[src/rtl/lsu_pkg.sv]
// lsu_pkg: shared size encodings, FSM states and alignment check for the load/store unit
package lsu_pkg;
  localparam logic [1:0] SZ_B = 2'b00;
  localparam logic [1:0] SZ_H = 2'b01;
  localparam logic [1:0] SZ_W = 2'b10;
  localparam logic [1:0] SZ_X = 2'b11;
  typedef enum logic [1:0] {IDLE, ACCESS, RESP} lsu_state_t;
  function automatic logic misaligned(input logic [1:0] size, input logic [1:0] off);
    return size == SZ_X || (size == SZ_H && off[0]) || (size == SZ_W && off != 2'b00);
  endfunction
endpackage

[src/rtl/lsu_align.sv]
// lsu_align: byte-lane steering for stores and extraction/extension for loads
module lsu_align
  import lsu_pkg::*;
(
  input  logic [1:0]  size,
  input  logic [1:0]  off,
  input  logic        uns,
  input  logic [31:0] wdata,
  input  logic [31:0] rdata,
  output logic [31:0] wmask,
  output logic [31:0] wdata_sh,
  output logic [31:0] rdata_ext
);
  logic [4:0]  sh;
  logic [31:0] rd_sh;
  always_comb begin
    sh = {off, 3'b000};
    wdata_sh = wdata << sh;
    wmask = size == SZ_W ? 32'hFFFF_FFFF : (size == SZ_H ? 32'h0000_FFFF : 32'h0000_00FF) << sh;
    rd_sh = rdata >> sh;
    rdata_ext = size == SZ_B ? {{24{~uns & rd_sh[7]}}, rd_sh[7:0]} :
                size == SZ_H ? {{16{~uns & rd_sh[15]}}, rd_sh[15:0]} : rd_sh;
  end
endmodule

[src/rtl/lsu_dmem.sv]
// lsu_dmem: single-outstanding load/store unit driving a word-addressed data memory port
module lsu_dmem
  import lsu_pkg::*;
#(
  parameter int XLEN = 32
) (
  input  logic            clock,
  input  logic            reset,
  input  logic            req_valid,
  output logic            req_ready,
  input  logic            req_wen,
  input  logic [XLEN-1:0] req_addr,
  input  logic [XLEN-1:0] req_wdata,
  input  logic [1:0]      req_size,
  input  logic            req_unsigned,
  output logic            resp_valid,
  input  logic            resp_ready,
  output logic [XLEN-1:0] resp_rdata,
  output logic            resp_fault,
  output logic            dmem_ren,
  output logic [XLEN-1:0] dmem_raddr,
  input  logic [XLEN-1:0] dmem_rdata,
  output logic            dmem_wen,
  output logic [XLEN-1:0] dmem_waddr,
  output logic [XLEN-1:0] dmem_wmask,
  output logic [XLEN-1:0] dmem_wdata
);
  lsu_state_t  state;
  logic        wen_r, uns_r, fault_r;
  logic [1:0]  size_r;
  logic [31:0] addr_r, wdata_r, rdata_r, rdata_ext;
  lsu_align u_align (
    .size      (size_r),
    .off       (addr_r[1:0]),
    .uns       (uns_r),
    .wdata     (wdata_r),
    .rdata     (dmem_rdata),
    .wmask     (dmem_wmask),
    .wdata_sh  (dmem_wdata),
    .rdata_ext (rdata_ext)
  );
  always_comb begin
    req_ready  = state == IDLE;
    resp_valid = state == RESP;
    resp_rdata = rdata_r;
    resp_fault = fault_r;
    dmem_ren   = state == ACCESS && !wen_r;
    dmem_wen   = state == ACCESS && wen_r && !reset;
    dmem_raddr = {addr_r[31:2], 2'b00};
    dmem_waddr = {addr_r[31:2], 2'b00};
  end
  always_ff @(posedge clock) begin
    if (reset) begin
      state   <= IDLE;
      rdata_r <= '0;
      fault_r <= 1'b0;
    end else if (state == IDLE) begin
      if (req_valid) begin
        wen_r   <= req_wen;
        addr_r  <= req_addr;
        wdata_r <= req_wdata;
        size_r  <= req_size;
        uns_r   <= req_unsigned;
        if (misaligned(req_size, req_addr[1:0])) begin
          fault_r <= 1'b1;
          rdata_r <= '0;
          state   <= RESP;
        end else begin
          state <= ACCESS;
        end
      end
    end else if (state == ACCESS) begin
      rdata_r <= wen_r ? '0 : rdata_ext;
      fault_r <= 1'b0;
      state   <= RESP;
    end else if (resp_ready) begin
      state <= IDLE;
    end
  end
endmodule

[config.mk]
export PLATFORM = sky130hd
export DESIGN_NAME = lsu_dmem
export DESIGN_NICKNAME = d
export VERILOG_FILES = /design/src/rtl/lsu_pkg.sv /design/src/rtl/lsu_align.sv /design/src/rtl/lsu_dmem.sv
export SDC_FILE = /design/constraint.sdc
export NUM_CORES = 1
export LEC_CHECK = 0
export CORE_MARGIN = 1
export CORE_UTILIZATION = 40
export DETAILED_ROUTE_END_ITERATION = 8
export PLACE_DENSITY = 0.91
export SETUP_SLACK_MARGIN = 0.1
export SLEW_MARGIN = 20
export SYNTH_ARGS = -nofsm -noshare
export SYNTH_HDL_FRONTEND = slang
export SYNTH_SLANG_ARGS = --single-unit
[constraint.sdc]
create_clock -name clock -period 14.4 [get_ports clock]
set_clock_uncertainty 0.2 [all_clocks]
set_input_delay 2.88 -clock clock [delete_from_list [all_inputs] [get_ports clock]]
set_output_delay 2.88 -clock clock [all_outputs]
set_load 0.05 [all_outputs]
==> impl_summary.log, run 1 <==
[metrics] most frequent cell on the critical path: sky130_fd_sc_hd__clkdlybuf4s50_1
[metrics] internal power: 0.519 mW
[metrics] post-route cell area: 7430 sq um
[metrics] buffers inserted during post-CTS setup optimization: 0
[metrics] status: completed
[metrics] height of the die: 114 microns
[metrics] leading post-synthesis cells by instance count: sky130_fd_sc_hd__buf_4 (93), sky130_fd_sc_hd__edfxtp_1 (68), sky130_fd_sc_hd__mux2i_1 (41)
[metrics] CP Data Required Time: 11320 ps
[metrics] die span in x: 114 microns
[metrics] effective utilization at floorplan: 41.5%
[metrics] 1st-pass router iterations: 4
[metrics] count of max-cap constraint violations: 0
[metrics] total power draw: 0.757 mW
[metrics] clock sink total: 103
[metrics] maximum number of pins on one net before global-route repair: 67
[metrics] Final GP Congestion: 0.925
[metrics] leading area contributor after synthesis: sky130_fd_sc_hd__edfxtp_1
[metrics] Synth cell types: 40
[metrics] RSZ-0062 raised after global routing: false
[metrics] classification of the worst-slack hold path: reg2reg
[metrics] ratio of total power to cell area: 102 nW/um^2
[metrics] worst stage delay on the critical path: 830 ps
[metrics] final hold viol count: 0
[metrics] share of synthesized flip-flops with an asynchronous set or reset: 0%
[metrics] antenna cell count: 0
[metrics] cells along the critical path: clkdlybuf4s50_1, nor3b_1, clkdlybuf4s50_1
[metrics] fraction of power consumed by combinational cells: 25.8%
[metrics] average cell area after synthesis: 11.7 sq um
[metrics] total grt overflow: 0
[metrics] Setup Crit Path Kind: in2out
[metrics] placed cell area: 7160 sq um
[metrics] Routed wire per std cell: 17.8 microns
[metrics] measured slew at the worst slew-check pin: 909 ps
[metrics] worst-case headroom to the max-slew limit: 39.4%
[metrics] final WL: 13800 microns
[metrics] CTS Root Buffer Type: sky130_fd_sc_hd__clkbuf_16
[metrics] total number of placement rows: 40
[metrics] Resized cells post-CTS: 0
[metrics] number of top-level design ports: 269
[metrics] Post-Layout Cell Count: 774
[metrics] overall via count from detail_route: 3864
[metrics] reported leakage power: 2.77 nW
[metrics] most instantiated library cell after synthesis: sky130_fd_sc_hd__buf_4
[metrics] Sum Neg Setup Slack: 0 ps
[metrics] endpoint arrival time on the critical path: 4460 ps
[metrics] gate count of the mapped netlist: 432
[metrics] worst vdd ir: 0.0000642 V
[metrics] synthesized cell area: 5050 sq um
[metrics] clock transition at the registers of the reported paths: 70 ps
[metrics] H-tree levels: 3
[metrics] PortBufs: 264
[metrics] portion of the post-synthesis area used by sequential elements: 54.3%
[metrics] Synth top area share: 40.4%
[metrics] Net Switching: 0.238 mW
[metrics] Final setup viols: 0
[metrics] post-route clock period utilization: 52.3%
[metrics] placed wire-length estimate: 10400 microns
[metrics] count of flip-flops with a built-in enable after synthesis: 68
[metrics] Main synth FF type: sky130_fd_sc_hd__edfxtp_1
[metrics] Final Slew Violations: 0
[metrics] buffering stage count on the worst path with inverters included: 2
[metrics] hold buffers post-CTS: 0
[metrics] endpoint class of the critical path: primary output
[metrics] final antenna-violating net count: 0
[metrics] placeable core region: 12200 sq um
[metrics] switching part of the total power: 31.5%
[metrics] initial antenna violation count: 0
[metrics] number of cells after detailed placement: 758
[metrics] maximum operating frequency: 133 MHz
[metrics] total clock buffers created by CTS: 9
[metrics] number of global-route vias before repair: 3835
[metrics] die footprint: 13100 sq um
[metrics] clock group share of total power: 29.9%
[metrics] TritonCTS clock tree: yes
[metrics] slowest stage cell, crit path: sky130_fd_sc_hd__clkdlybuf4s50_1
[metrics] global routing usage summed across all routing layers: 20.8%
[metrics] layout cells sized above 1: 4.79%
[metrics] DRC violation total after the first TritonRoute iteration: 234
[metrics] sequential share of power: 44.3%
[metrics] first-pass GRT wire length: 20800 microns
[metrics] number of buffers between clock root and the deepest sink: 2
[metrics] worst skew pair latency: 330 ps
[metrics] cell types occupying the most area after synthesis: sky130_fd_sc_hd__edfxtp_1 (40%), sky130_fd_sc_hd__dfxtp_1 (14%), sky130_fd_sc_hd__buf_4 (14%)
[metrics] Syn. warnings: 0
[metrics] Area growth syn-to-layout: 47.1%
[metrics] CP Launch Type: input port
[metrics] Via-to-Cell Ratio: 4.99
[metrics] net count of the finished layout: 705
[metrics] # DRC: 0
[metrics] Tmin final: 7540 ps
[metrics] biggest fanout along the worst timing path: 6
[metrics] number of register bits inferred by synthesis: 103
[metrics] cell type group with the largest total delay on the critical path: buffers and inverters
[worst reg2reg max path, stage by stage (launching register included)]
cell	delay, ps
sky130_fd_sc_hd__edfxtp_1	330
sky130_fd_sc_hd__buf_4	720
sky130_fd_sc_hd__nor2_1	430
sky130_fd_sc_hd__and3_1	400
sky130_fd_sc_hd__a221o_1	400
[through the flow]
step                hold WS (ps)  setup slack, ps  util (%)
global route                 293             6780      61.1
finish                       269             6860      61.1
global placement             245             6870      58.9
floorplan                    346             3510         -
detailed placement           258             6870      58.9
CTS                          273             6860      61.1
[registers in the layout (all words and copies together), names as in the netlist]
signal	cells
resp_rdata	32
resp_fault	1
wdata_r	32
wen_r	1
size_r	2
uns_r	1
state	2
addr_r	32
[logic make-up (layout without fill, tap and decap cells)]
group | count (synthesis) | after routing | synth area share [%]
other | 1 | 4 | 0.0742
flip-flops | 103 | 103 | 54.3
AO/OA/AOI/OAI | 82 | 82 | 12.2
XOR/XNOR | 1 | 1 | 0.173
multiplexers | 44 | 44 | 9.09
buffers and inverters | 117 | 288 | 16.3
AND/OR/NAND/NOR | 84 | 84 | 7.92
[power groups by stage]
| stage | registers (mW) | logic (mW) | clock network [mW] |
|---|---|---|---|
| final | 0.335 | 0.195 | 0.227 |
| after global routing | 0.337 | 0.203 | 0.246 |
| after global placement | 0.341 | 0.191 | 0 |
| after floorplan | 0.346 | 0.129 | 0 |
| after detailed placement | 0.342 | 0.195 | 0 |
| after CTS | 0.336 | 0.196 | 0.232 |
[layout make-up]
type,count,area (sq um)
clock buffers,9,225
clock inverters,7,48.8
fillers,947,4730
inverters,2,7.51
multi-input cells,215,1510
flip-flops and latches,103,2740
well taps,168,210
repair buffers,270,2690
[placed cells by master, fill, tap and decap left out, drive strengths merged, types with 2 or more instances in the layout]
cell type      instances
nor2                  26
clkinv                 5
nand2b                 4
a31oi                  2
conb                   4
a211oi                 9
nor4b                  2
mux2i                 41
a32o                   7
dfxtp                 35
nor2b                 10
inv                    3
buf                    6
a22o                   9
clkdlybuf4s50        264
edfxtp                68
a21oi                 16
a221o                  8
nand2                 28
nand3                  2
o21ai                 17
a221oi                 2
and2                   8
a211o                  8
mux2                   2
clkbuf                 9
[worst paths after layout]
kind,from,endpoint,slack [ps],depth (start not counted)
max,reset,dmem_wen,6860,3
max reg2reg,addr_r[0],resp_rdata[28],11820,4
min,resp_rdata[23],resp_rdata[23],270,1
min reg2reg,resp_rdata[23],resp_rdata[23],270,1
[routing by layer]
layer	track usage (%)	up-vias	part of all wire (%)
met5	0	-	0
met4	10.0	0	2.5
met1	23.9	1838	38
li1	-	1801	-
met2	37.0	201	52
met3	4.13	24	7.3
(Power assumes the default switching activity.)
==> run 2, diff against run 1 <==
- clock period: 14.4 -> 7.4 ns (I/O delays scaled with it)
==> impl_summary.log, run 2 (synthesized netlist as in run 1, its figures left out) <==
[metrics] RSZ-0062 raised after global routing: false
[metrics] Via-to-Cell Ratio: 5.00
[metrics] most common library cell in the layout ignoring fill and taps: sky130_fd_sc_hd__clkdlybuf4s50_1
[metrics] CTS Root Buffer Type: sky130_fd_sc_hd__clkbuf_16
[metrics] total grt overflow: 0
[metrics] Tmin final: 4810 ps
[metrics] measured slew at the worst slew-check pin: 894 ps
[metrics] count of max-cap constraint violations: 0
[metrics] clock group share of total power: 32.4%
[metrics] final hold viol count: 0
[metrics] sequential share of power: 42.7%
[metrics] # DRC: 0
[metrics] number of buffers between clock root and the deepest sink: 2
[metrics] worst-case headroom to the max-slew limit: 40.4%
[metrics] number of global-route vias before repair: 3882
[metrics] worst stage delay on the critical path: 840 ps
[metrics] Resized cells post-CTS: 0
[metrics] endpoint class of the critical path: primary output
[metrics] worst vdd ir: 0.000109 V
[metrics] global routing usage summed across all routing layers: 20.6%
[metrics] first-pass GRT wire length: 20200 microns
[metrics] Post-Layout Cell Count: 773
[metrics] clock transition at the registers of the reported paths: 70 ps
[metrics] placeable core region: 12200 sq um
[metrics] maximum operating frequency: 208 MHz
[metrics] CP Launch Type: input port
[metrics] Sum Neg Setup Slack: 0 ps
[metrics] reported leakage power: 2.79 nW
[metrics] CP Data Required Time: 5720 ps
[metrics] Area growth syn-to-layout: 48.0%
[metrics] Final Slew Violations: 0
[metrics] 1st-pass router iterations: 4
[metrics] maximum number of pins on one net before global-route repair: 66
[metrics] worst skew pair latency: 330 ps
[metrics] internal power: 1.08 mW
[metrics] total number of placement rows: 40
[metrics] post-route clock period utilization: 65.0%
[metrics] endpoint arrival time on the critical path: 3130 ps
[metrics] buffers inserted during post-CTS setup optimization: 0
[metrics] initial antenna violation count: 0
[metrics] Final setup viols: 0
[metrics] Net Switching: 0.452 mW
[metrics] antenna cell count: 0
[metrics] placed wire-length estimate: 10200 microns
[metrics] cells along the critical path: clkdlybuf4s50_1, nor3b_1, clkdlybuf4s50_1
[metrics] Setup Crit Path Kind: in2out
[metrics] slowest stage cell, crit path: sky130_fd_sc_hd__clkdlybuf4s50_1
[metrics] biggest fanout along the worst timing path: 6
[metrics] clock sink total: 103
[metrics] final WL: 13500 microns
[metrics] ratio of total power to cell area: 204 nW/um^2
[metrics] die footprint: 13100 sq um
[metrics] switching part of the total power: 29.6%
[metrics] PortBufs: 264
[metrics] H-tree levels: 3
[metrics] die span in x: 114 microns
[metrics] TritonCTS clock tree: yes
[metrics] number of top-level design ports: 269
[metrics] overall via count from detail_route: 3867
[metrics] DRC violation total after the first TritonRoute iteration: 182
[metrics] hold buffers post-CTS: 0
[metrics] classification of the worst-slack hold path: reg2reg
[metrics] final antenna-violating net count: 0
[metrics] most frequent cell on the critical path: sky130_fd_sc_hd__clkdlybuf4s50_1
[metrics] layout cells sized above 1: 4.63%
[metrics] Routed wire per std cell: 17.5 microns
[metrics] commonest cells after routing, fill and taps aside: sky130_fd_sc_hd__clkdlybuf4s50_1 (264), sky130_fd_sc_hd__edfxtp_1 (68), sky130_fd_sc_hd__mux2i_1 (41)
[metrics] total clock buffers created by CTS: 9
[metrics] Final GP Congestion: 0.932
[metrics] number of cells after detailed placement: 758
[metrics] effective utilization at floorplan: 41.5%
[metrics] fraction of power consumed by combinational cells: 24.9%
[metrics] status: completed
[metrics] height of the die: 114 microns
[metrics] net count of the finished layout: 705
## run 2: cell types whose count changed in the layout (fill, tap and decap cells not counted), sizes merged
cell,change
clkbuf,+1
clkinvlp,-1
clkinv,-3
bufinv,+2
## run 2: area by class of cell
type,instances,area (sq um)
Inverter,2,7.51
Clock buffer,10,229
Sequential cell,103,2740
Tap cell,168,210
Timing Repair Buffer,270,2690
Fill cell,939,4680
Clock inverter,5,81.3
Multi-Input combinational cell,215,1520
## run 2: layer usage
metal	share of wire, %	up-vias	track usage (%)
met5	0	-	0
met4	3.9	0	11.5
met3	6.9	39	4.34
met2	51	213	36.2
met1	38	1812	23.4
li1	-	1803	-
## run 2: final timing paths
path / from / endpoint / slack (ps) / cells after the start
hold / removal: resp_rdata[22] / resp_rdata[22] / 270 / 1
setup reg to reg: addr_r[0] / resp_rdata[29] / 4850 / 4
setup / recovery: reset / dmem_wen / 2590 / 3
hold reg to reg: resp_rdata[22] / resp_rdata[22] / 270 / 1
## run 2: metrics by stage
step | utilization, % | setup WS [ps] | hold slack, ps | power (mW) | instance area, sq um
after detailed placement | 58.9 | 2580 | 255 | 1.05 | 7170
after global placement | 58.9 | 2630 | 246 | 1.04 | 7170
after CTS | 61.5 | 2490 | 276 | 1.54 | 7480
after floorplan | - | 1440 | 365 | 0.924 | 5070
final | 61.5 | 2590 | 271 | 1.53 | 7480
after global routing | 61.5 | 2380 | 286 | 1.58 | 7480
## run 2: critical path: cells and delay by family
kind / cells / cell delay [ps]
buf+inv: 2 / 1390
simple gates: 1 / 260
## run 2: power groups by stage
stage,sequential (mW),clock (mW),combinational [mW]
detailed placement,0.666,0,0.380
CTS,0.653,0.506,0.382
floorplan,0.672,0,0.252
global route,0.655,0.532,0.397
global placement,0.664,0,0.373
finish,0.653,0.495,0.380
==> run 3, diff against run 2 <==
- CORE_UTILIZATION: 40 -> 36
- PLACE_DENSITY: 0.91 -> 0.87
- clock period: 7.4 -> 4.15 ns (I/O delays scaled with it)
==> impl_summary.log, run 3 (synthesized netlist as in run 1, its figures left out) <==
[metrics] global routing usage summed across all routing layers: 19.6%
[metrics] Via-to-Cell Ratio: 4.97
[metrics] worst skew pair latency: 340 ps
[metrics] Routed wire per std cell: 17.8 microns
[metrics] endpoint arrival time on the critical path: 2580 ps
[metrics] placed wire-length estimate: 10500 microns
[metrics] Final setup viols: 0
[metrics] PortBufs: 264
[metrics] Tmin final: 3610 ps
[metrics] die footprint: 14500 sq um
[metrics] Final Slew Violations: 0
[metrics] final hold viol count: 0
[metrics] CP Launch Type: register
[metrics] maximum operating frequency: 277 MHz
[metrics] clock sink total: 103
[metrics] die span in x: 120 microns
[metrics] most common library cell in the layout ignoring fill and taps: sky130_fd_sc_hd__clkdlybuf4s50_1
[metrics] TritonCTS clock tree: yes
[metrics] worst-case headroom to the max-slew limit: 45.2%
[metrics] placed cell area: 7350 sq um
[metrics] placeable core region: 13500 sq um
[metrics] post-route cell area: 7640 sq um
[metrics] fill count: 1082
[metrics] RSZ-0062 raised after global routing: false
[metrics] # DRC: 0
[metrics] Sum Neg Setup Slack: 0 ps
[metrics] clock transition at the registers of the reported paths: 70 ps
[metrics] post-route clock period utilization: 86.9%
[metrics] ratio of total power to cell area: 353 nW/um^2
[metrics] classification of the worst-slack hold path: reg2reg
[metrics] first-pass GRT wire length: 21300 microns
[metrics] status: completed
[metrics] endpoint class of the critical path: primary output
[metrics] total power draw: 2.70 mW
[metrics] total clock buffers created by CTS: 9
[metrics] hold buffers post-CTS: 0
[metrics] number of global-route vias before repair: 4024
[metrics] CP Data Required Time: 3120 ps
[metrics] overall via count from detail_route: 3910
[metrics] CTS Root Buffer Type: sky130_fd_sc_hd__clkbuf_16
[metrics] antenna cell count: 0
[metrics] count of max-cap constraint violations: 0
[metrics] Placement Setup Slack: 675 ps
[metrics] Setup Crit Path Kind: reg2out
[metrics] commonest cells after routing, fill and taps aside: sky130_fd_sc_hd__clkdlybuf4s50_1 (240), sky130_fd_sc_hd__edfxtp_1 (68), sky130_fd_sc_hd__mux2i_1 (41)
[metrics] measured slew at the worst slew-check pin: 821 ps
[metrics] layout cells sized above 1: 9.34%
[metrics] maximum number of pins on one net before global-route repair: 61
[metrics] number of buffers between clock root and the deepest sink: 2
[metrics] total grt overflow: 0
[metrics] height of the die: 120 microns
[metrics] H-tree levels: 3
[metrics] effective utilization at floorplan: 37.6%
[metrics] final WL: 14000 microns
[metrics] Resized cells post-CTS: 0
[metrics] 1st-pass router iterations: 5
[metrics] total number of placement rows: 42
[metrics] DRC violation total after the first TritonRoute iteration: 266
[metrics] biggest fanout along the worst timing path: 14
[metrics] final antenna-violating net count: 0
[metrics] buffers inserted during post-CTS setup optimization: 0
[metrics] reported leakage power: 2.90 nW
[metrics] net count of the finished layout: 709
[metrics] Area growth syn-to-layout: 51.3%
[metrics] number of top-level design ports: 269
[metrics] initial antenna violation count: 0
[metrics] worst path setup slack after routing: 542 ps
[metrics] Final GP Congestion: 0.866
[metrics] worst vdd ir: 0.000189 V
[run 3: area by class of cell]
cell class / count / area [sq um] / share of cell area [%]
multi-input combinational: 215 / 1520 / 19.9
sequential: 103 / 2740 / 35.9
clock buffer: 12 / 268 / 3.50
clock inverter: 4 / 27.5 / 0.360
tap: 176 / 220 / 2.88
timing repair buffer: 274 / 2860 / 37.4
inverter: 2 / 7.51 / 0.0982
[run 3: metrics by stage]
| step | cells | utilization (%) | hold WS, ps |
|---|---|---|---|
| after floorplan | 435 | - | 403 |
| after global placement | 770 | 54.6 | 244 |
| after detailed placement | 770 | 54.6 | 253 |
| after CTS | 786 | 56.8 | 269 |
| after global routing | 786 | 56.8 | 289 |
| final | 786 | 56.8 | 266 |
[run 3: path summary, 6_finish.rpt]
check / from / endpoint / slack, ps / cells after the start
max reg2reg: addr_r[1] / resp_rdata[25] / 1750 / 5
min: resp_rdata[16] / resp_rdata[16] / 270 / 1
min reg2reg: resp_rdata[16] / resp_rdata[16] / 270 / 1
max: addr_r[0] / dmem_wmask[3] / 540 / 3
[run 3: power by group]
| group | total (mW) | switching, mW | internal, mW |
|---|---|---|---|
| clock network | 0.825 | 0.365 | 0.460 |
| logic | 0.708 | 0.430 | 0.277 |
| registers | 1.17 | 0.0263 | 1.14 |
[run 3: worst max-delay path, cell delays in order, from the launching register on]
cell,delay [ps]
sky130_fd_sc_hd__edfxtp_1,430
sky130_fd_sc_hd__buf_4,230
sky130_fd_sc_hd__o21ai_0,630
sky130_fd_sc_hd__clkdlybuf4s50_1,940
[run 3: routing by layer]
layer | GRT usage (%) | routed length [microns]
met4 | 11.0 | 442
met2 | 32.6 | 6890
met5 | 0 | 0
met3 | 5.14 | 1150
met1 | 22.8 | 5500
